`src/rtl/tx_axis_frame_arbiter.sv`:
```
// Frame-granular round-robin arbiter feeding the 10G TX MAC AXIS slave port.
// A granted source keeps the port until its tlast beat is accepted. A source
// that goes silent mid-frame is aborted by a zero-keep tlast beat to the MAC,
// after which the rest of its frame is drained and discarded.
module tx_axis_frame_arbiter #(
  parameter int NUM_PORTS       = 4,
  parameter int AXIS_DATA_WIDTH = 32,
  parameter int AXIS_DATA_BYTES = AXIS_DATA_WIDTH / 8,
  parameter int TIMEOUT_CYCLES  = 1024
) (
  input  logic                                 tx_clk,
  input  logic                                 tx_rst,
  input  logic [NUM_PORTS*AXIS_DATA_WIDTH-1:0] in_s_tx_tdata,
  input  logic [NUM_PORTS*AXIS_DATA_BYTES-1:0] in_s_tx_tkeep,
  input  logic [NUM_PORTS-1:0]                 in_s_tx_tvalid,
  input  logic [NUM_PORTS-1:0]                 in_s_tx_tlast,
  output logic [NUM_PORTS-1:0]                 out_s_tx_tready,
  output logic [AXIS_DATA_WIDTH-1:0]           out_m_tx_tdata,
  output logic [AXIS_DATA_BYTES-1:0]           out_m_tx_tkeep,
  output logic                                 out_m_tx_tvalid,
  output logic                                 out_m_tx_tlast,
  input  logic                                 in_m_tx_tready,
  input  logic                                 in_pause,
  output logic [NUM_PORTS-1:0]                 out_grant,
  output logic                                 out_busy,
  output logic                                 out_abort
);

  localparam int IDX_W = (NUM_PORTS > 1) ? $clog2(NUM_PORTS) : 1;
  // A zero timeout still needs a one-bit counter to keep the widths legal.
  localparam int CNT_W = (TIMEOUT_CYCLES > 0) ? $clog2(TIMEOUT_CYCLES + 1) : 1;
  localparam bit WDOG_EN = (TIMEOUT_CYCLES > 0);
  // The abort fires on the edge where the idle count would reach the timeout.
  localparam int STALL_LIMIT = (TIMEOUT_CYCLES > 0) ? TIMEOUT_CYCLES - 1 : 0;
  localparam int CNT_MAX = (TIMEOUT_CYCLES > 0) ? TIMEOUT_CYCLES : 0;

  typedef enum logic [1:0] {
    IDLE   = 2'd0,
    ACTIVE = 2'd1,
    FLUSH  = 2'd2,
    DRAIN  = 2'd3
  } state_t;

  state_t               state_reg;
  logic [IDX_W-1:0]     g_reg;
  logic [IDX_W-1:0]     rr_ptr_reg;
  logic [CNT_W-1:0]     idle_cnt_reg;
  logic [NUM_PORTS-1:0] grant_reg;
  logic                 busy_reg;
  logic                 abort_reg;

  // Granted-port view of the source bundle
  logic [AXIS_DATA_WIDTH-1:0] sel_data;
  logic [AXIS_DATA_BYTES-1:0] sel_keep;
  logic                       sel_valid;
  logic                       sel_last;

  // Round-robin pick
  logic [NUM_PORTS-1:0] hi_mask;
  logic [NUM_PORTS-1:0] req_hi;
  logic [NUM_PORTS-1:0] pick_src;
  logic [IDX_W-1:0]     pick_idx;
  logic [NUM_PORTS-1:0] pick_onehot;

  logic [CNT_W-1:0]     idle_cnt_next;
  logic                 stall_hit;

  // Ports strictly above the last winner get first refusal; the rest wrap.
  generate
    for (genvar gi = 0; gi < NUM_PORTS; gi++) begin : g_rr
      assign hi_mask[gi]     = (IDX_W'(gi) > rr_ptr_reg);
      assign pick_onehot[gi] = (pick_idx == IDX_W'(gi));
    end
  endgenerate

  assign req_hi   = in_s_tx_tvalid & hi_mask;
  assign pick_src = (|req_hi) ? req_hi : in_s_tx_tvalid;

  // Lowest-numbered requester in the chosen half of the rotation wins
  always_comb begin
    pick_idx = '0;
    for (int p = NUM_PORTS - 1; p >= 0; p--) begin
      if (pick_src[p]) begin
        pick_idx = IDX_W'(p);
      end
    end
  end

  // Select the granted port's beat from the packed source bundles
  always_comb begin
    sel_data  = '0;
    sel_keep  = '0;
    sel_valid = 1'b0;
    sel_last  = 1'b0;
    for (int p = 0; p < NUM_PORTS; p++) begin
      if (g_reg == IDX_W'(p)) begin
        sel_data  = in_s_tx_tdata[p*AXIS_DATA_WIDTH +: AXIS_DATA_WIDTH];
        sel_keep  = in_s_tx_tkeep[p*AXIS_DATA_BYTES +: AXIS_DATA_BYTES];
        sel_valid = in_s_tx_tvalid[p];
        sel_last  = in_s_tx_tlast[p];
      end
    end
  end

  // Saturating idle count; backpressure never reaches this path
  assign idle_cnt_next = (idle_cnt_reg == CNT_W'(CNT_MAX)) ? idle_cnt_reg
                                                           : idle_cnt_reg + CNT_W'(1);
  assign stall_hit = WDOG_EN && (idle_cnt_reg >= CNT_W'(STALL_LIMIT));

  // Arbitration FSM with registered grant, busy and abort outputs
  always_ff @(posedge tx_clk or negedge tx_rst) begin
    if (!tx_rst) begin
      state_reg    <= IDLE;
      g_reg        <= '0;
      rr_ptr_reg   <= IDX_W'(NUM_PORTS - 1);
      idle_cnt_reg <= '0;
      grant_reg    <= '0;
      busy_reg     <= 1'b0;
      abort_reg    <= 1'b0;
    end else begin
      abort_reg <= 1'b0;
      case (state_reg)
        IDLE: begin
          if (!in_pause && (|in_s_tx_tvalid)) begin
            state_reg    <= ACTIVE;
            g_reg        <= pick_idx;
            rr_ptr_reg   <= pick_idx;
            idle_cnt_reg <= '0;
            grant_reg    <= pick_onehot;
            busy_reg     <= 1'b1;
          end
        end
        ACTIVE: begin
          if (sel_valid && in_m_tx_tready) begin
            idle_cnt_reg <= '0;
            if (sel_last) begin
              state_reg <= IDLE;
              grant_reg <= '0;
              busy_reg  <= 1'b0;
            end
          end else if (!sel_valid && WDOG_EN) begin
            idle_cnt_reg <= idle_cnt_next;
            if (stall_hit) begin
              state_reg <= FLUSH;
              abort_reg <= 1'b1;
            end
          end
        end
        FLUSH: begin
          // Hold the terminating beat until the MAC takes it
          if (in_m_tx_tready) begin
            state_reg <= DRAIN;
          end
        end
        DRAIN: begin
          if (sel_valid && sel_last) begin
            state_reg <= IDLE;
            grant_reg <= '0;
            busy_reg  <= 1'b0;
          end
        end
        default: begin
          state_reg <= IDLE;
          grant_reg <= '0;
          busy_reg  <= 1'b0;
        end
      endcase
    end
  end

  // Combinational datapath and per-port tready steering by state
  always_comb begin
    out_m_tx_tdata  = '0;
    out_m_tx_tkeep  = '0;
    out_m_tx_tvalid = 1'b0;
    out_m_tx_tlast  = 1'b0;
    out_s_tx_tready = '0;
    case (state_reg)
      ACTIVE: begin
        out_m_tx_tdata  = sel_data;
        out_m_tx_tkeep  = sel_keep;
        out_m_tx_tvalid = sel_valid;
        out_m_tx_tlast  = sel_last;
        out_s_tx_tready = grant_reg & {NUM_PORTS{in_m_tx_tready}};
      end
      FLUSH: begin
        // Zero-keep tlast closes the MAC frame without adding payload bytes
        out_m_tx_tvalid = 1'b1;
        out_m_tx_tlast  = 1'b1;
      end
      DRAIN: begin
        out_s_tx_tready = grant_reg;
      end
      default: begin
      end
    endcase
  end

  assign out_grant = grant_reg;
  assign out_busy  = busy_reg;
  assign out_abort = abort_reg;

endmodule

```
`config.mk`:
```
export PLATFORM = sky130hd
export DESIGN_NAME = tx_axis_frame_arbiter
export DESIGN_NICKNAME = d
export VERILOG_FILES = /design/src/rtl/tx_axis_frame_arbiter.sv
export SDC_FILE = /design/constraint.sdc
export NUM_CORES = 1
export LEC_CHECK = 0
export ABC_AREA = 0
export CORE_MARGIN = 2
export CORE_UTILIZATION = 38
export DETAILED_ROUTE_END_ITERATION = 10
export PLACE_DENSITY = 0.95
export REMOVE_ABC_BUFFERS = 1
export SLEW_MARGIN = 10
export SYNTH_ARGS = -nofsm -noshare
export SYNTH_HDL_FRONTEND = slang
export SYNTH_SLANG_ARGS = --single-unit
export TNS_END_PERCENT = 10
```
`constraint.sdc`:
```
create_clock -name tx_clk -period 5.4 [get_ports tx_clk]
set_clock_uncertainty 0.05 [all_clocks]
set_input_delay 1.08 -clock tx_clk [delete_from_list [all_inputs] [get_ports tx_clk]]
set_output_delay 1.08 -clock tx_clk [all_outputs]
set_load 0.05 [all_outputs]
```
==> results.ini, run 1 <==
[cells_and_area]
num_antenna_cells = 0
num-fill-cells = 529
multi_input_area_um2 = 2010
finish.net_count = 624
largest_register_ffs = 11
fin_area_um2 = 4860
post_route_cells_drive_above_1_share = 0.130
utilization = 0.708
combined_flip_flop_and_latch_cell_area_um2 = 581
areaGrowthSynthToFinish_pct = 77.7

[place]
post_dp_cell_area_um2 = 4820
dpl.hpwl_um = 9550
dp_worst_setup_slack_ns = 1.14
io_buffer_count = 203
place.gp.congestion = 0.974

[setup_path]
critical-path-slowest-cell = sky130_fd_sc_hd__clkdlybuf4s50_1
list_of_cells_traversed_by_the_critical_path = clkdlybuf4s50_1 -> mux4_2 -> a21oi_1 -> nor2b_1 -> clkdlybuf4s50_1
critical_path_required_ns = 4.27
biggest_cell_delay_along_the_critical_path_ns = 0.69
crit_path_frequent_cell = sky130_fd_sc_hd__clkdlybuf4s50_1
endpoint_kind = primary output
setup.worst_path.class = in2out
r2r_start = g_reg[0]$_DFFE_PN0P_
crit_fanout = 8
startpoint = in_s_tx_tvalid[3]
crit_path_buffers_inverters = 2
critical_path.top_delay_family = buffers and inverters
arrival_ns = 3.15
critical_path.startpoint_type = input pin

[synthesis]
synthesis.instances = 271
async_reset_ff_frac = 1.00
synth.mux.area_fraction = 0.352
ys_ff_latch = 23
number_of_flops_mapped_to_enable_cells_by_yosys = 0
arithmetic_cell_share_of_the_synthesized_area_counting_full_adders_half_adders_and_majority_gates = 0.0311
netlist_area_um2 = 2740
average_instance_area_after_synthesis_um2 = 10.1
synth_area_in_xor_xnor = 0
synth_simple_gate_area_share = 0.237
yosys_warnings = 0
synth_ff_type = sky130_fd_sc_hd__dfrtp_1
netlist-cell-type-count = 46
synth_compound_gate_area_share = 0.115
synth_top_family_by_area = multiplexers
synth.yosys.seq_area_share = 0.211

[power]
vdd.ir_drop.worst_uv = 460
cellLeakagePower_uw = 0.00182
power.density_nw_per_um2 = 508

[sta]
fin_worst_hold_slack_ns = 0.484
timing.final.setup_violations = 0
timing_worst_slew_pin_value_ns = 1.12
timing.final.crit_period_ns = 4.28
rsz0062_at_grt = false
finalMaxSlewViolations = 0
slew_headroom = 0.244
timing.setup.tns_ns = 0
timing.final.hold_violations = 0
finalWorstSetupSlack_ns = 1.12
fin_crit_sh = 0.793
fmaxAchievable_mhz = 233

[floorplan]
num_rows = 30
standard_cell_core_area_um2 = 6870
chipWidth_um = 88.9
io-pin-count = 204
initial_core_util = 0.398
fp.dieArea_um2 = 7900
chipHeight_um = 88.9

[clocking]
post-cts-setup-buffer-count = 0
holdBufCountCts = 0
clk-insertion-delay-late_ns = 0.26
clk_pin_slew_worst_paths_ns = 0.08
clock-root-buffer = sky130_fd_sc_hd__clkbuf_8
clockBufferDepth = 2
cts_sink_count = 23
cts-buffers-inserted = 3
htree_num_levels = 1
ctsResizeCount = 0
tritoncts = yes

[run_status]
status = finished, final reports clean

[hold_path]
worst_hold_startpoint = out_busy$_DFFE_PN0P_
worst_hold_path_type = reg2reg

[grt]
groute.layer.met3.usage = 0.110
grt.overflow.total = 0
grt_busiest_layer = met2
aggregate_global_route_resource_usage = 0.289
grt_pass1_wl_um = 17000
grt_antenna_before_repair = 0
groute.layer.met1.usage = 0.345
grtUsageMet2 = 0.482
maximum_number_of_pins_on_one_net_before_global_route_repair = 45
grt_pass1_vias = 3191

[drt]
via_per_inst = 5.46
detailedRoute.firstPassIterationCount = 4
final_antenna_net_count = 0
drt_iter0_drc = 160
wl_per_cell_um = 21.0
drt-total-wl_um = 11700
route.detailed.drc = 0
vias = 3043

[flow_run]
drv.max_cap_violation_count = 0

-- where the power goes --
part	switching (µW)	total, µW	internal, µW
sequential	139	359	220
combinational	1150	2000	854
clock	54.9	108	52.7
-- routing by layer --
layer | up-vias | routed length, µm
met4 | 0 | 380
met3 | 29 | 1400
met1 | 1454 | 4490
met5 | - | 0
met2 | 145 | 5430
li1 | 1415 | -
-- cells in the mapped netlist, drive strengths merged, types with 8 or more instances --
cell / instances / area share
nand3: 9 / 0.016
inv: 14 / 0.019
dfrtp: 21 / 0.19
mux4: 38 / 0.31
a21oi: 15 / 0.032
o21ai: 13 / 0.024
nor2: 9 / 0.012
clkbuf: 12 / 0.016
and2: 40 / 0.091
nand2: 11 / 0.015
buf: 8 / 0.018
-- placed cells by master (no fill, tap or decap), types with 7 or more instances in the layout --
cell type	instances
sky130_fd_sc_hd__a21oi_1	14
sky130_fd_sc_hd__and2_1	40
sky130_fd_sc_hd__clkdlybuf4s50_1	203
sky130_fd_sc_hd__dfrtp_1	19
sky130_fd_sc_hd__inv_1	14
sky130_fd_sc_hd__mux4_2	38
sky130_fd_sc_hd__nand2_1	11
sky130_fd_sc_hd__nand2b_1	7
sky130_fd_sc_hd__nand3_1	9
sky130_fd_sc_hd__nor2_1	9
sky130_fd_sc_hd__nor2b_1	7
sky130_fd_sc_hd__o21ai_0	7
sky130_fd_sc_hd__or3_1	7
-- path summary, 6_finish.rpt --
check | endpoint | slack, ns | cells past startpoint
max | out_m_tx_tvalid | 1.12 | 5
min | out_busy$_DFFE_PN0P_ | 0.48 | 1
max reg2reg | out_grant[1]$_DFFE_PN0P_ | 2.27 | 6
min reg2reg | out_busy$_DFFE_PN0P_ | 0.48 | 1
max in group asynchronous | g_reg[1]$_DFFE_PN0P_ | 3.27 | 1
min in group asynchronous | idle_cnt_reg[5]$_DFFE_PN0P_ | 1.33 | 1
-- cell families after synthesis --
kind of cell | Yosys count
adders and majority gates | 7
and+or+nand+nor | 111
buffers and inverters | 34
DFF | 23
muxes | 48
AOI/OAI and AO/OA | 48
-- metrics by stage --
stage,std cells,total power (µW)
final,557,2470
after global routing,557,2590
after CTS,557,2470
after detailed placement,553,2350
after global placement,553,2320
after floorplan,251,1660
-- layout make-up --
cell class | instances | area share
repair buffers | 206 | 0.422
multi-input cells | 214 | 0.413
flip-flops and latches | 23 | 0.119
well taps | 96 | 0.0247
inverters | 14 | 0.0108
clock buffers | 4 | 0.00926
No activity file was read; power rests on OpenSTA's default activity.
==> run 2: changes to the inputs <==
--- a/config.mk
+++ b/config.mk
@@ -7,9 +7,9 @@
 export LEC_CHECK = 0
 export ABC_AREA = 0
 export CORE_MARGIN = 2
-export CORE_UTILIZATION = 38
+export CORE_UTILIZATION = 35
 export DETAILED_ROUTE_END_ITERATION = 10
-export PLACE_DENSITY = 0.95
+export PLACE_DENSITY = 0.9
 export REMOVE_ABC_BUFFERS = 1
 export SLEW_MARGIN = 10
 export SYNTH_ARGS = -nofsm -noshare
==> constraint.sdc (replaced) <==
create_clock -name tx_clk -period 4.35 [get_ports tx_clk]
set_clock_uncertainty 0.05 [all_clocks]
set_input_delay 0.87 -clock tx_clk [delete_from_list [all_inputs] [get_ports tx_clk]]
set_output_delay 0.87 -clock tx_clk [all_outputs]
set_load 0.05 [all_outputs]
==> results.ini, run 2 (same netlist as run 1, synthesis figures left out) <==
[setup_path]
critical_path.startpoint_type = input pin
endpoint_kind = primary output
crit_path_frequent_cell = sky130_fd_sc_hd__clkdlybuf4s50_1
critical-path-slowest-cell = sky130_fd_sc_hd__clkdlybuf4s50_1
arrival_ns = 2.97  ; -0.18 ns
list_of_cells_traversed_by_the_critical_path = clkdlybuf4s50_1 -> mux4_2 -> a21oi_1 -> nor2b_1 -> clkdlybuf4s50_1
setup.worst_path.class = in2out
crit_fanout = 9  ; +1
critical_path_required_ns = 3.43  ; -0.84 ns
biggest_cell_delay_along_the_critical_path_ns = 0.69  ; about the same

[power]
pwr-share-seq = 0.130  ; -0.015
vdd.ir_drop.worst_uv = 434  ; -5.7%
p_sw_frac = 0.537  ; -0.00616
cellLeakagePower_uw = 0.00182  ; about the same
p_comb_frac = 0.825  ; +0.014
power.density_nw_per_um2 = 623  ; +23%
internal_power_uw = 1410  ; +25%
net-switching-power_uw = 1640  ; +22%
power.clock.fraction = 0.045  ; about the same

[clocking]
clock-root-buffer = sky130_fd_sc_hd__clkbuf_8
clockBufferDepth = 2  ; unchanged
holdBufCountCts = 0  ; unchanged
clk-insertion-delay-late_ns = 0.27  ; about the same
cts-buffers-inserted = 3  ; unchanged
htree_num_levels = 1  ; unchanged
ctsResizeCount = 0  ; unchanged
post-cts-setup-buffer-count = 0  ; unchanged
tritoncts = yes
clk_pin_slew_worst_paths_ns = 0.08  ; about the same
cts_sink_count = 23  ; unchanged

[sta]
fmaxAchievable_mhz = 257
slew_headroom = 0.274  ; +0.0293
finalMaxSlewViolations = 0  ; unchanged
timing.final.setup_violations = 0  ; unchanged
timing.final.crit_period_ns = 3.89
timing.final.hold_violations = 0  ; unchanged
fin_crit_sh = 0.893
finalWorstSetupSlack_ns = 0.464  ; -0.651 ns
rsz0062_at_grt = false
timing.setup.tns_ns = 0  ; unchanged
timing_worst_slew_pin_value_ns = 1.08  ; -0.0436 ns

[floorplan]
num_rows = 32  ; +6.7%
fp.dieArea_um2 = 8540  ; +8.2%
standard_cell_core_area_um2 = 7650  ; +11%
io-pin-count = 204  ; unchanged
initial_core_util = 0.358  ; -0.0405
chipHeight_um = 92.4  ; +4.0%
chipWidth_um = 92.4  ; +4.0%

[place]
dp_worst_setup_slack_ns = 0.495  ; -0.645 ns
place.gp.congestion = 0.968  ; -0.55%
dpl.hpwl_um = 9390  ; -1.7%
io_buffer_count = 203  ; unchanged

[drt]
drt-total-wl_um = 11500  ; -1.3%
final_antenna_net_count = 0  ; unchanged
detailedRoute.firstPassIterationCount = 5  ; +1
vias = 3168  ; +4.1%
via_per_inst = 5.62  ; +2.8%
wl_per_cell_um = 20.5  ; -2.6%
drt_iter0_drc = 82  ; -49%
route.detailed.drc = 0  ; unchanged

[cells_and_area]
final_common_cell = sky130_fd_sc_hd__clkdlybuf4s50_1
areaGrowthSynthToFinish_pct = 78.4
utilization = 0.638  ; -0.0698
num-fill-cells = 596  ; +13%
post_route_cells_drive_above_1_share = 0.128  ; -0.00189
finish.net_count = 623  ; -0.16%
largest_register_ffs = 11  ; unchanged
layout.cells.most_common_list = sky130_fd_sc_hd__clkdlybuf4s50_1, sky130_fd_sc_hd__and2_1, sky130_fd_sc_hd__mux4_2

[run_status]
status = finished, final reports clean

[grt]
grt_antenna_before_repair = 2  ; +2
maximum_number_of_pins_on_one_net_before_global_route_repair = 45  ; unchanged
grt.overflow.total = 0  ; unchanged
aggregate_global_route_resource_usage = 0.263  ; -0.0257
grt_pass1_wl_um = 17500  ; +2.8%
grt_pass1_vias = 3215  ; +0.75%

[hold_path]
worst_hold_path_type = reg2reg

[flow_run]
drv.max_cap_violation_count = 0  ; unchanged

==> run 2: changes by cell type in the layout (fill, tap and decap cells not counted), sizes merged <==
cell,delta
buf,-1
diode,+2
==> run 2: worst max-delay path, delay by kind of cell <==
kind	cells	cell delay, ns
AND/OR/NAND/NOR	1	0.06
multiplexers	1	0.59
AO/OA/AOI/OAI	1	0.18
buffers and inverters	2	1.25
==> run 2: routing by layer <==
layer  up-vias  share of wire  GRT usage
li1       1411              -          -
met5         -              0          0
met2       167           0.49      0.443
met4         0          0.047      0.133
met3        41          0.088     0.0781
met1      1549           0.38      0.304
==> run 2: metrics by stage <==
stage / hold WS [ns] / instance area, µm² / instances / total power, µW
after floorplan: 0.455 / 2640 / 251 / 2070
after global placement: 0.452 / 4830 / 558 / 2860
after detailed placement: 0.451 / 4830 / 558 / 2900
after CTS: 0.473 / 4880 / 562 / 3050
after global routing: 0.493 / 4880 / 564 / 3180
final: 0.470 / 4880 / 564 / 3040
==> run 2: cell type report <==
class,count,area [µm²],area share
inverter,14,52.6,0.0108
antenna,2,5.00,0.00103
sequential,23,581,0.119
timing repair buffer,205,2060,0.422
clock buffer,4,45.0,0.00923
multi-input combinational,214,2010,0.412
tap,102,128,0.0261
==> run 2: final timing paths <==
path	start	end	cells past startpoint	slack, ns
max	in_s_tx_tvalid[1]	out_m_tx_tvalid	5	0.46
min	out_busy$_DFFE_PN0P_	out_busy$_DFFE_PN0P_	1	0.47
max reg2reg	g_reg[1]$_DFFE_PN0P_	idle_cnt_reg[1]$_DFFE_PN0P_	5	1.39
min reg2reg	out_busy$_DFFE_PN0P_	out_busy$_DFFE_PN0P_	1	0.47
max in group asynchronous	tx_rst	g_reg[1]$_DFFE_PN0P_	1	2.40
min in group asynchronous	tx_rst	idle_cnt_reg[2]$_DFFE_PN0P_	1	1.13
==> run 2: power groups by stage <==
stage	registers (µW)	clock network (µW)	logic, µW
floorplan	507	0	1560
global placement	393	0	2470
detailed placement	397	0	2510
CTS	393	137	2520
global route	407	144	2630
finish	396	137	2510
==> run 3: changes to the inputs <==
--- a/config.mk
+++ b/config.mk
@@ -8,6 +8,7 @@
 export ABC_AREA = 0
 export CORE_MARGIN = 2
 export CORE_UTILIZATION = 35
+export CTS_CLUSTER_SIZE = 40
 export DETAILED_ROUTE_END_ITERATION = 10
 export PLACE_DENSITY = 0.9
 export REMOVE_ABC_BUFFERS = 1
==> results of run 3 <==
No change in the layout: final DEF, timing and power equal those of run 2.
